[src/rtl/motor_uart_rx.sv]
// 8N1 UART receiver that decodes the drive_motor byte stream into two signed
// motor commands, with a watchdog that stops both motors when the link goes quiet.
module motor_uart_rx #(
  parameter int CLK_FREQ       = 50_000_000,
  parameter int BAUD           = 9600,
  parameter int TIMEOUT_CYCLES = 25_000_000
) (
  input  logic       CLOCK_50,
  input  logic       reset,
  input  logic       uart_in,
  output logic [7:0] rx_byte,
  output logic       rx_valid,
  output logic       framing_error,
  output logic [7:0] motor1_cmd,
  output logic [7:0] motor2_cmd,
  output logic       timeout
);

  localparam int CLKS_PER_BIT = CLK_FREQ / BAUD;
  localparam int HALF_BIT     = CLKS_PER_BIT / 2;
  localparam int CNT_W        = $clog2(CLKS_PER_BIT + 1);
  localparam int WD_W         = $clog2(TIMEOUT_CYCLES + 1);

  localparam logic [CNT_W-1:0] HALF_LAST = CNT_W'(HALF_BIT - 1);
  localparam logic [CNT_W-1:0] BIT_LAST  = CNT_W'(CLKS_PER_BIT - 1);
  localparam logic [WD_W-1:0]  WD_MAX    = WD_W'(TIMEOUT_CYCLES);

  typedef enum logic [1:0] {
    IDLE  = 2'd0,
    START = 2'd1,
    DATA  = 2'd2,
    STOP  = 2'd3
  } state_t;

  state_t             state_r, state_s;
  logic [1:0]         sync_r;
  logic               rx_s;
  logic               rx_prev_r;
  logic [CNT_W-1:0]   clk_cnt_r, clk_cnt_s;
  logic [2:0]         bit_cnt_r, bit_cnt_s;
  logic [7:0]         shift_r, shift_s;
  logic               byte_ok_s;
  logic               frame_err_s;
  logic [WD_W-1:0]    wd_cnt_r;

  // Command decode: 0x00 stops both, low half drives motor 1, high half drives motor 2.
  function automatic logic [15:0] decode_cmd(input logic [7:0] b,
                                             input logic [7:0] m1,
                                             input logic [7:0] m2);
    logic [15:0] res;
    if (b == 8'h00) begin
      res = {8'h00, 8'h00};
    end else if (b[7] == 1'b0) begin
      res = {b - 8'd64, m2};
    end else begin
      res = {m1, b - 8'd192};
    end
    return res;
  endfunction

  assign rx_s = sync_r[1];

  // Input synchroniser and edge-detect history; idles high so reset looks like a quiet line.
  always_ff @(posedge CLOCK_50 or posedge reset) begin
    if (reset) begin
      sync_r    <= 2'b11;
      rx_prev_r <= 1'b1;
    end else begin
      sync_r    <= {sync_r[0], uart_in};
      rx_prev_r <= rx_s;
    end
  end

  // Receiver state and bit-timing registers.
  always_ff @(posedge CLOCK_50 or posedge reset) begin
    if (reset) begin
      state_r   <= IDLE;
      clk_cnt_r <= '0;
      bit_cnt_r <= 3'd0;
      shift_r   <= 8'h00;
    end else begin
      state_r   <= state_s;
      clk_cnt_r <= clk_cnt_s;
      bit_cnt_r <= bit_cnt_s;
      shift_r   <= shift_s;
    end
  end

  // Next-state logic: start validated at half a bit, data and stop sampled mid-bit.
  always_comb begin
    state_s     = state_r;
    clk_cnt_s   = clk_cnt_r + CNT_W'(1);
    bit_cnt_s   = bit_cnt_r;
    shift_s     = shift_r;
    byte_ok_s   = 1'b0;
    frame_err_s = 1'b0;
    case (state_r)
      IDLE: begin
        clk_cnt_s = '0;
        bit_cnt_s = 3'd0;
        // Only a real high-to-low transition starts a frame, so a held break never retriggers.
        if (rx_prev_r && !rx_s) begin
          state_s = START;
        end else begin
          state_s = IDLE;
        end
      end
      START: begin
        if (clk_cnt_r == HALF_LAST) begin
          clk_cnt_s = '0;
          if (!rx_s) begin
            state_s = DATA;
          end else begin
            state_s = IDLE;
          end
        end else begin
          state_s = START;
        end
      end
      DATA: begin
        if (clk_cnt_r == BIT_LAST) begin
          clk_cnt_s = '0;
          shift_s   = {rx_s, shift_r[7:1]};
          bit_cnt_s = bit_cnt_r + 3'd1;
          if (bit_cnt_r == 3'd7) begin
            state_s = STOP;
          end else begin
            state_s = DATA;
          end
        end else begin
          state_s = DATA;
        end
      end
      STOP: begin
        if (clk_cnt_r == BIT_LAST) begin
          clk_cnt_s = '0;
          state_s   = IDLE;
          if (rx_s) begin
            byte_ok_s = 1'b1;
          end else begin
            frame_err_s = 1'b1;
          end
        end else begin
          state_s = STOP;
        end
      end
      default: begin
        state_s   = IDLE;
        clk_cnt_s = '0;
        bit_cnt_s = 3'd0;
      end
    endcase
  end

  // Registered outputs: byte/command update and watchdog; a new byte beats the timeout.
  always_ff @(posedge CLOCK_50 or posedge reset) begin
    if (reset) begin
      rx_byte       <= 8'h00;
      rx_valid      <= 1'b0;
      framing_error <= 1'b0;
      motor1_cmd    <= 8'h00;
      motor2_cmd    <= 8'h00;
      timeout       <= 1'b1;
      wd_cnt_r      <= '0;
    end else begin
      rx_valid      <= byte_ok_s;
      framing_error <= frame_err_s;
      if (byte_ok_s) begin
        rx_byte                  <= shift_r;
        {motor1_cmd, motor2_cmd} <= decode_cmd(shift_r, motor1_cmd, motor2_cmd);
        wd_cnt_r                 <= '0;
        timeout                  <= 1'b0;
      end else if (wd_cnt_r != WD_MAX) begin
        wd_cnt_r <= wd_cnt_r + WD_W'(1);
        if ((wd_cnt_r + WD_W'(1)) == WD_MAX) begin
          timeout    <= 1'b1;
          motor1_cmd <= 8'h00;
          motor2_cmd <= 8'h00;
        end else begin
          timeout <= timeout;
        end
      end else begin
        wd_cnt_r <= wd_cnt_r;
      end
    end
  end

endmodule

[config.mk]
export PLATFORM = sky130hd
export DESIGN_NAME = motor_uart_rx
export DESIGN_NICKNAME = d
export VERILOG_FILES = /design/src/rtl/motor_uart_rx.sv
export SDC_FILE = /design/constraint.sdc
export NUM_CORES = 1
export LEC_CHECK = 0
export ABC_AREA = 1
export CORE_MARGIN = 10
export CORE_UTILIZATION = 39
export DETAILED_ROUTE_END_ITERATION = 12
export GPL_TIMING_DRIVEN = 0
export PLACE_DENSITY = 0.56
export RECOVER_POWER = 25
export SKIP_CTS_REPAIR_TIMING = 1
export SLEW_MARGIN = 10
export SYNTH_ARGS = -nofsm -noshare
export SYNTH_HDL_FRONTEND = slang
export SYNTH_SLANG_ARGS = --single-unit
[constraint.sdc]
create_clock -name CLOCK_50 -period 3.32 [get_ports CLOCK_50]
set_input_delay 0.664 -clock CLOCK_50 [delete_from_list [all_inputs] [get_ports CLOCK_50]]
set_output_delay 0.664 -clock CLOCK_50 [all_outputs]
set_load 0.03 [all_outputs]
==> results of run 1 <==
-- worst paths after layout --
kind	slack, ns	to	cells after the start	from
max	1.06	motor1_cmd[6]	14	wd_cnt_r[1]
min	0.37	sync_r[1]	0	sync_r[0]
max reg2reg	1.06	motor1_cmd[6]	14	wd_cnt_r[1]
min reg2reg	0.37	sync_r[1]	0	sync_r[0]
max in group asynchronous	1.58	timeout	3	reset
min in group asynchronous	0.95	rx_valid	2	reset
-- routing by layer --
layer / up-vias / wire length [um]
li1: 1775 / -
met1: 1619 / 4530
met2: 49 / 4740
met3: 10 / 442
met4: 0 / 104
met5: - / 0
-- metrics by stage --
stage | TNS [ns] | setup WS, ns
2_1_floorplan | 0 | 0.639
3_3_place_gp | -58.60 | -0.789
3_5_place_dp | 0 | 1.04
4_1_cts | 0 | 1.02
5_1_grt | 0 | 0.793
6_report | 0 | 1.06
-- worst reg2reg max path: stages, from the launching register on --
cell and delay, ns:
dfrtp_1 0.42, ha_1 0.37, nand2_2 0.12, nor2_4 0.19
nand3_2 0.14, o21bai_2 0.12, nand2_1 0.07, nor2_1 0.10
nand2_1 0.09, nor2_2 0.12, nand2_2 0.10, nand2_4 0.10
nand2_4 0.09, nand2_1 0.07, nand2_1 0.05
-- kinds of logic after synthesis --
group	Yosys count
buffers and inverters	78
AO/OA/AOI/OAI	41
AND/OR/NAND/NOR	323
adder cells (fa/ha/maj)	6
flip-flops	79
XOR/XNOR	6
-- where the power goes --
part / internal (mW) / total [mW] / switching (mW) / leakage (nW)
Sequential: 0.996 / 1.03 / 0.0311 / 1.06
Combinational: 0.0464 / 0.132 / 0.0858 / 1.04
Clock: 0.276 / 0.660 / 0.384 / 0.0870
-- synth_stat cells, types with 2 or more instances --
library cell    n
clkbuf_1        4
nand3_1        43
nor3b_1         3
nand4_1        11
nor2_4          7
o21ai_0        15
nor2_1         73
nand2_4         5
nor4_1          4
nor3_4          2
a22o_1          2
inv_1          66
nand2_1       152
inv_2           2
ha_1            6
a21oi_1         8
nand2_2         7
nor2_2          5
dfrtp_1        75
buf_2           2
o21ai_1         8
xor2_1          6
o21bai_1        3
nor3_1          6
dfstp_2         4
buf_4           3
-- sequential cells by signal, summed over array words and instances, names as in the netlist --
signal and count:
clk_cnt_r 13, framing_error 1, rx_byte 8, wd_cnt_r 25, rx_valid 1, motor2_cmd 7, state_r 2, sync_r 2
shift_r 8, motor1_cmd 7, rx_prev_r 1, timeout 1, bit_cnt_r 3
-- area by class of cell --
class,count,area share (%)
repair buffers,30,6.60
flip-flops and latches,79,41.2
inverters,68,5.33
multi-input cells,376,38.6
well taps,136,3.53
clock buffers,10,2.65
plain buffers,10,1.27
clock inverters,6,0.909
==> qor.csv, run 1 <==
stage,metric,value,unit
drt,via_count,3453,
yosys,synth_top_family_by_area,simple AND/OR/NAND/NOR gates,
job,maxCapViolCount,0,
cells_and_area,multi_input_area,1860,um2
grt,top_usage_layer,met2,
floorplan,num_rows,37,
place,dp.cells,699,
drt,ant_nets,0,
cells_and_area,final_area,4820,um2
cells_and_area,final_common_cell,nand2_1,
grt,grtUsageMet3,4.79,%
critical_path,critPathKind,reg -> reg,
floorplan,coreArea,10400,um2
grt,grt_start_max_net_pins,59,
floorplan,floorplan.initialDensity,40.1,%
clock_network,cts-root-buf,clkbuf_8,
clock_network,htree_levels,3,
power,ir_drop,359,uV
sta,finalSetupViolCount,0,
yosys,synthAdderAreaFrac,1.81,%
yosys,yosys.area.top_type,dfrtp_1,
grt,grtUsageTotal,14.1,%
yosys,synth_top_area_share,45.2,%
yosys,ys_seq_area_share,47.7,%
cells_and_area,fin_nets,583,
critical_path,cp.arrival,2.53,ns
clock_network,cts_buffers,9,
yosys,avgSynthCellArea,7.80,um2
min_path,hold_path_class,reg -> reg,
critical_path,cp.required,3.58,ns
cells_and_area,final_cell_mix,"nand2_1 (152), dfrtp_1 (75), nor2_1 (73)",
drt,via_per_inst,4.83,
sta,slew_headroom,27.3,%
sta,finalHoldViolations,0,
place,port_buffers,29,
place,dpl_cell_area,4650,um2
grt,met2_usage,22.9,%
cells_and_area,final_layout_size_suffix_gt1_share,10.0,%
cells_and_area,area_growth,15.9,%
critical_path,path_delay_family,simple AND/OR/NAND/NOR gates,
critical_path,start_kind,register,
drt,drt-initial-drc-count,186,
grt,first_global_vias,3520,
clock_network,clkSinkCount,79,
cells_and_area,fill_cells,1047,
yosys,synth_xor_xnor_area_share,1.26,%
critical_path,path_buf_inv,0,
place,routabilityCongestion,0.860,
yosys,synth_edf_count,0,
yosys,mappedNetlistArea,4160,um2
critical_path,setup.worst_path.end_class,register,
sta,fmax,442,MHz
floorplan,io-pin-count,30,
floorplan,die_h,123,um
critical_path,crit_top_cell,nand2_1,
drt,drc,0,
drt,routed_wl,9.81,mm
clock_network,clk_pin_slew,0.09,ns
cells_and_area,final_core_util,46.4,%
sta,tightestPinTransition,1.08,ns
cells_and_area,seqCellArea,1980,um2
yosys,syn-num-nets,542,
yosys,synth_ff_type,dfrtp_1,
grt,gr-total-overflow,0,
yosys,async_flop_share,100,%
yosys,synth_compound_area_share,5.72,%
power,power_density,378,nW/um2
yosys,synth_area_leaders,"dfrtp_1 (45%), nand2_1 (14%), nor2_1 (6.6%)",
power,p_leak,2.19,nW
sta,fin_skew,0.0152,ns
sta,slew_viol_final,0,
drt,avgRoutedWirePerCell,13.7,um
yosys,ys_ff_latch,79,
floorplan,fp.dieW,123,um
place,hpwlAfterDp,7.35,mm
clock_network,cts_tree,done,
yosys,synth-simple-area-share,35.9,%
critical_path,path_cells,ha_1 > nand2_2 > nor2_4 > nand3_2 > o21bai_2 > nand2_1 > nor2_1 > nand2_1 > nor2_2 > nand2_2 > nand2_4 > nand2_4 > nand2_1 > nand2_1,
status,status,finished clean,
yosys,synth_cells,533,
grt,met1_usage,17.7,%
cells_and_area,num_antenna_cells,0,
sta,holdWs,0.366,ns
yosys,yosysWarnings,0,
yosys,synth_cell_type_count,37,
critical_path,cpPeakStageDelay,0.42,ns
drt,first_pass_iters,5,
sta,period_share,68.1,%
grt,grt_pass1_wl,17.1,mm
grt,antenna_found_initial,0,
floorplan,die_area,15200,um2
cells_and_area,finalNonFillerCells,715,
sta,rsz0062_at_grt,false,
critical_path,worst-path-max-fanout,7,
clock_network,insertion_delay,0.37,ns
power,power,1.82,mW
clock_network,cts_max_path_buffers,2,
sta,min_period,2.26,ns
yosys,synthMuxAreaShare,0,%
critical_path,critPathSlowestCell,dfrtp_1,
No activity file was read; power rests on OpenSTA's default activity.
==> run 2, diff against run 1 <==
- clock period: 3.32 -> 2.2 ns (I/O delays scaled with it)
==> run 2 against run 1 <==
Effect of this change: count of clock-buffer cells in the layout is the same; clock skew shrank 0.0019 ns; sequential cell count is the same; utilization grew 2.3 points; critical path depth is the same; sequential power grew 50%; highest routed layer unchanged.
==> qor.csv, run 2 (same netlist as run 1, synthesis figures left out) <==
stage,metric,value,unit,change
sta,tightestPinTransition,1.08,ns,about the same
critical_path,cp.required,2.46,ns,was 3.58 ns
floorplan,die_h,123,um,unchanged
drt,first_pass_iters,4,,was 5
place,place_ws,-0.121,ns,was 1.04 ns
drt,via_count,3488,,"was 3,453"
floorplan,fp.dieW,123,um,unchanged
critical_path,timing.rr.end,motor1_cmd[5],,was motor1_cmd[6]
clock_network,insertion_delay,0.36,ns,was 0.37 ns
drt,wl_met1,4.50,mm,was 4.53 mm
cells_and_area,finalNonFillerCells,724,,was 715
min_path,hold_end,sync_r[1],,unchanged
critical_path,r2r_setup_slack,0.07,ns,was 1.06 ns
cells_and_area,top_register,wd_cnt_r,,unchanged
drt,routed_wl,9.91,mm,was 9.81 mm
critical_path,r2r_cells,14,,unchanged
job,maxCapViolCount,0,,unchanged
cells_and_area,fin_nets,592,,was 583
critical_path,start_kind,register,,unchanged
grt,antenna_found_initial,0,,unchanged
grt,grtUsageTotal,13.7,%,was 14.1%
clock_network,cts_max_path_buffers,2,,unchanged
critical_path,cpPeakStageDelay,0.43,ns,was 0.42 ns
cells_and_area,fill_cells,1036,,"was 1,047"
drt,ant_nets,0,,unchanged
floorplan,coreArea,10400,um2,unchanged
clock_network,clkSinkCount,79,,unchanged
sta,min_period,2.13,ns,was 2.26 ns
cells_and_area,final_layout_size_suffix_gt1_share,16.7,%,was 10.0%
status,status,finished clean,,unchanged
critical_path,setup.worst_path.end_class,register,,unchanged
drt,wl_met2,4.84,mm,was 4.74 mm
critical_path,worst-path-max-fanout,7,,unchanged
drt,via_per_inst,4.82,,was 4.83
place,dp.cells,700,,was 699
cells_and_area,num_antenna_cells,0,,unchanged
sta,finalSetupViolCount,0,,unchanged
grt,grt_start_max_net_pins,33,,was 59
power,power_density,591,nW/um2,was 378 nW/um2
place,dpl_cell_area,4660,um2,was 4650 um2
min_path,whs_path_depth,0,,unchanged
drt,avgRoutedWirePerCell,13.7,um,about the same
sta,slew_viol_final,0,,unchanged
critical_path,crit_top_cell,nand2_1,,unchanged
cells_and_area,largest_reg_flops,25,,unchanged
floorplan,floorplan.initialDensity,40.1,%,unchanged
drt,top_layer,met4,,unchanged
sta,setup_slack,0.0739,ns,was 1.06 ns
place,port_buffers,29,,unchanged
cells_and_area,area_growth,21.5,%,was 15.9%
critical_path,critPathKind,reg -> reg,,unchanged
sta,period_share,96.6,%,was 68.1%
clock_network,clk_pin_slew,0.09,ns,about the same
cells_and_area,top_regs,"wd_cnt_r x25, clk_cnt_r x13",,unchanged
sta,fin_skew,0.0133,ns,was 0.0152 ns
floorplan,io-pin-count,30,,unchanged
clock_network,cts_tree,done,,unchanged
clock_network,cts_buffers,9,,unchanged
critical_path,critPathSlowestCell,dfrtp_2,,was dfrtp_1
cells_and_area,final_area,5050,um2,was 4820 um2
sta,finalHoldViolations,0,,unchanged
grt,gr-total-overflow,0,,unchanged
sta,fmax,470,MHz,was 442 MHz
cells_and_area,final_core_util,48.7,%,was 46.4%
min_path,hp-start,sync_r[0],,unchanged
grt,first_global_vias,3465,,"was 3,520"
critical_path,r2r-start,wd_cnt_r[1],,unchanged
place,routabilityCongestion,0.855,,was 0.860
place,hpwlAfterDp,7.34,mm,was 7.35 mm
cells_and_area,final_cell_mix,"nand2_1 (139), nor2_1 (69), dfrtp_1 (69)",,"was nand2_1 (152), dfrtp_1 (75), nor2_1 (73)"
critical_path,path_cells,ha_4 > nand2_4 > nor2_4 > nand3_2 > o21bai_2 > nand2_1 > nor2_1 > nand2_1 > nor2_2 > nand2_2 > nand2_4 > nand2_8 > nand2_1 > nand2_1,,was ha_1 > nand2_2 > nor2_4 > nand3_2 > o21bai_2 > nand2_1 > nor2_1 > nand2_1 > nor2_2 > nand2_2 > nand2_4 > nand2_4 > nand2_1 > nand2_1
cells_and_area,multi_input_area,1960,um2,was 1860 um2
cells_and_area,seqCellArea,1990,um2,was 1980 um2
clock_network,htree_levels,3,,unchanged
drt,drc,0,,unchanged
critical_path,cp.arrival,2.38,ns,was 2.53 ns
floorplan,die_area,15200,um2,unchanged
min_path,hold_path_class,reg -> reg,,unchanged
drt,met3_length,441,um,was 442 um
power,ir_drop,452,uV,was 359 uV
power,p_leak,2.29,nW,was 2.19 nW
clock_network,cts-root-buf,clkbuf_8,,unchanged
floorplan,num_rows,37,,unchanged
sta,rsz0062_at_grt,true,,was false
grt,grt_pass1_wl,16.7,mm,was 17.1 mm
sta,slew_headroom,27.5,%,was 27.3%
drt,drt-initial-drc-count,189,,was 186
power,power,2.98,mW,was 1.82 mW
cells_and_area,final_common_cell,nand2_1,,unchanged
## run 2: cell types whose count changed in the layout (fill, tap and decap cells not counted), sizes merged
cell,before,now
clkinv,3,2
bufinv,0,2
clkinvlp,2,1
clkbuf,15,14
buf,6,16
## run 2: cell type report
class / instances / area share (%)
Clock inverter: 6 / 1.81
Tap cell: 136 / 3.37
Clock buffer: 10 / 2.53
Inverter: 68 / 5.08
Sequential cell: 79 / 39.4
Buffer: 9 / 1.19
Multi-Input combinational cell: 376 / 38.8
Timing Repair Buffer: 40 / 7.88
## run 2: power breakdown
group	internal [mW]	switching (mW)
registers	1.50	0.0491
logic	0.0743	0.133
clock network	0.648	0.575
## run 2: how the worst max path moves through the flow
stage               depth (start not counted)       endpoint   startpoint  slack [ns]
floorplan                                  14  motor2_cmd[6]  wd_cnt_r[1]        0.33
global placement                            2  motor2_cmd[1]        reset       -0.12
detailed placement                         14  motor2_cmd[1]  wd_cnt_r[1]       -0.12
CTS                                        14  motor2_cmd[0]  wd_cnt_r[1]       -0.13
global route                               14  motor1_cmd[5]  wd_cnt_r[1]        -0.1
finish                                     14  motor1_cmd[5]  wd_cnt_r[1]        0.07
## run 2: routing by layer
metal,vias up,track usage [%]
met4,0,4.44
met3,10,3.65
met2,50,22.5
met5,-,0
met1,1645,17.1
li1,1783,-
## run 2: stage by stage
stage	setup TNS (ns)	hold slack (ns)
2_1_floorplan	0	0.345
3_3_place_gp	-9.62	0.347
3_5_place_dp	-1.55	0.349
4_1_cts	-1.65	0.367
5_1_grt	-0.859	0.376
6_report	0	0.371
## run 2: critical path: cells and delay by family (launching register included)
| kind | cells | cell delay [ns] |
|---|---|---|
| simple gates | 12 | 1.27 |
| compound gates | 1 | 0.15 |
| flops | 1 | 0.43 |
| fa+ha+maj | 1 | 0.18 |
==> run 3, diff against run 2 <==
==> constraint.sdc (replaced) <==
create_clock -name CLOCK_50 -period 2.57 [get_ports CLOCK_50]
set_input_delay 0.514 -clock CLOCK_50 [delete_from_list [all_inputs] [get_ports CLOCK_50]]
set_output_delay 0.514 -clock CLOCK_50 [all_outputs]
set_load 0.1 [all_outputs]
==> run 3 against run 2 <==
Effect of this change: combinational power down 20%; wire length down 0.95%; power down 21%; design area down 4.9%; sequential cell count unchanged; largest cell class unchanged.
==> qor.csv, run 3 (same netlist as run 1, synthesis figures left out) <==
stage,metric,value,unit,change
grt,grt_start_max_net_pins,59,,was 33
critical_path,path_cells,buf_4 > clkdlybuf4s50_1,,was ha_4 > nand2_4 > nor2_4 > nand3_2 > o21bai_2 > nand2_1 > nor2_1 > nand2_1 > nor2_2 > nand2_2 > nand2_4 > nand2_8 > nand2_1 > nand2_1
floorplan,die_h,123,um,unchanged
cells_and_area,final_core_util,46.3,%,was 48.7%
place,hpwlAfterDp,7.35,mm,was 7.34 mm
floorplan,die_area,15200,um2,unchanged
clock_network,cts_tree,done,,unchanged
floorplan,floorplan.initialDensity,40.1,%,unchanged
min_path,hold_path_class,reg -> reg,,unchanged
clock_network,htree_levels,3,,unchanged
floorplan,num_rows,37,,unchanged
cells_and_area,top_register,wd_cnt_r,,unchanged
place,dp.cells,699,,was 700
clock_network,clk_pin_slew,0.09,ns,about the same
grt,gr-total-overflow,0,,unchanged
grt,grt_pass1_wl,17.1,mm,was 16.7 mm
sta,min_period,2.49,ns,
grt,first_global_vias,3520,,"was 3,465"
clock_network,insertion_delay,0.37,ns,was 0.36 ns
drt,drt-initial-drc-count,213,,was 189
job,maxCapViolCount,0,,unchanged
power,p_leak,2.22,nW,was 2.29 nW
cells_and_area,final_layout_size_suffix_gt1_share,10.0,%,was 16.7%
floorplan,io-pin-count,30,,unchanged
drt,avgRoutedWirePerCell,13.7,um,about the same
cells_and_area,top_regs,"wd_cnt_r x25, clk_cnt_r x13",,unchanged
cells_and_area,largest_reg_flops,25,,unchanged
floorplan,fp.dieW,123,um,unchanged
cells_and_area,num_antenna_cells,0,,unchanged
clock_network,clkSinkCount,79,,unchanged
cells_and_area,final_common_cell,nand2_1,,unchanged
critical_path,critPathSlowestCell,clkdlybuf4s50_1,,was dfrtp_2
sta,tightestPinTransition,0.983,ns,was 1.08 ns
sta,finalHoldViolations,0,,unchanged
cells_and_area,area_growth,15.5,%,was 21.5%
drt,drc,0,,unchanged
power,ir_drop,464,uV,was 452 uV
critical_path,start_kind,register,,unchanged
power,power_density,488,nW/um2,was 591 nW/um2
clock_network,cts-root-buf,clkbuf_8,,unchanged
sta,period_share,97.0,%,
sta,rsz0062_at_grt,false,,was true
grt,antenna_found_initial,0,,unchanged
sta,slew_viol_final,0,,unchanged
drt,ant_nets,0,,unchanged
floorplan,coreArea,10400,um2,unchanged
grt,grtUsageTotal,14.1,%,was 13.7%
critical_path,setup.worst_path.end_class,output pin,,was register
cells_and_area,final_area,4800,um2,was 5050 um2
sta,fmax,401,MHz,
sta,fin_skew,0.0151,ns,was 0.0133 ns
drt,first_pass_iters,4,,unchanged
drt,via_count,3455,,"was 3,488"
critical_path,cp.required,2.06,ns,was 2.46 ns
critical_path,cp.arrival,1.98,ns,was 2.38 ns
place,dpl_cell_area,4650,um2,was 4660 um2
cells_and_area,finalNonFillerCells,715,,was 724
sta,finalSetupViolCount,0,,unchanged
sta,slew_headroom,34.1,%,was 27.5%
drt,via_per_inst,4.83,,was 4.82
drt,routed_wl,9.82,mm,was 9.91 mm
power,power,2.34,mW,was 2.98 mW
critical_path,critPathKind,reg -> out,,was reg -> reg
cells_and_area,fill_cells,1047,,"was 1,036"
status,status,finished clean,,unchanged
place,port_buffers,29,,unchanged
cells_and_area,final_cell_mix,"nand2_1 (152), dfrtp_1 (75), nor2_1 (73)",,"was nand2_1 (139), nor2_1 (69), dfrtp_1 (69)"
cells_and_area,fin_nets,583,,was 592
critical_path,worst-path-max-fanout,3,,was 7
clock_network,cts_buffers,9,,unchanged
clock_network,cts_max_path_buffers,2,,unchanged
critical_path,cpPeakStageDelay,1.12,ns,was 0.43 ns
place,routabilityCongestion,0.860,,was 0.855
[run 3: power by group]
part | leakage [nW] | switching, mW | internal, mW
logic | 1.07 | 0.110 | 0.0564
registers | 1.06 | 0.0401 | 1.29
clock network | 0.0870 | 0.494 | 0.356
[run 3: final timing paths]
check                                 to  slack (ns)  cells after the start     startpoint
setup / recovery           motor1_cmd[7]        0.08                      2  motor1_cmd[6]
hold / removal                 sync_r[1]        0.37                      0      sync_r[0]
setup reg to reg           motor1_cmd[6]        0.30                     14    wd_cnt_r[1]
hold reg to reg                sync_r[1]        0.37                      0      sync_r[0]
max in group asynchronous   wd_cnt_r[21]        0.46                      3          reset
min in group asynchronous       rx_valid        0.76                      2          reset
[run 3: final cells by class]
type | instances | area (um2) | area share (%)
Sequential cell | 79 | 1980 | 41.3
Multi-Input combinational cell | 376 | 1860 | 38.7
Timing Repair Buffer | 30 | 303 | 6.31
Inverter | 68 | 256 | 5.34
Tap cell | 136 | 170 | 3.54
Clock buffer | 10 | 128 | 2.66
Buffer | 10 | 61.3 | 1.28
Clock inverter | 6 | 43.8 | 0.912
[run 3: worst max-delay path: cells and delay by family (launching register included)]
kind	cells	cell delay, ns
flops	1	0.38
buf+inv	2	1.23
[run 3: through the flow]
stage | hold slack, ns | TNS [ns] | worst slack (ns)
4_1_cts | 0.363 | -0.00848 | -0.00848
3_3_place_gp | 0.347 | -105.89 | -1.39
3_5_place_dp | 0.349 | 0 | 0.289
2_1_floorplan | 0.345 | 0 | 0.0392
5_1_grt | 0.374 | 0 | 0.0130
6_report | 0.366 | 0 | 0.0768
[run 3: per-layer routing]
metal	track usage [%]	part of all wire (%)	up-vias
met3	4.79	4.8	8
met2	22.9	49	50
li1	-	-	1771
met4	3.13	0.94	0
met5	0	0	-
met1	17.7	45	1626
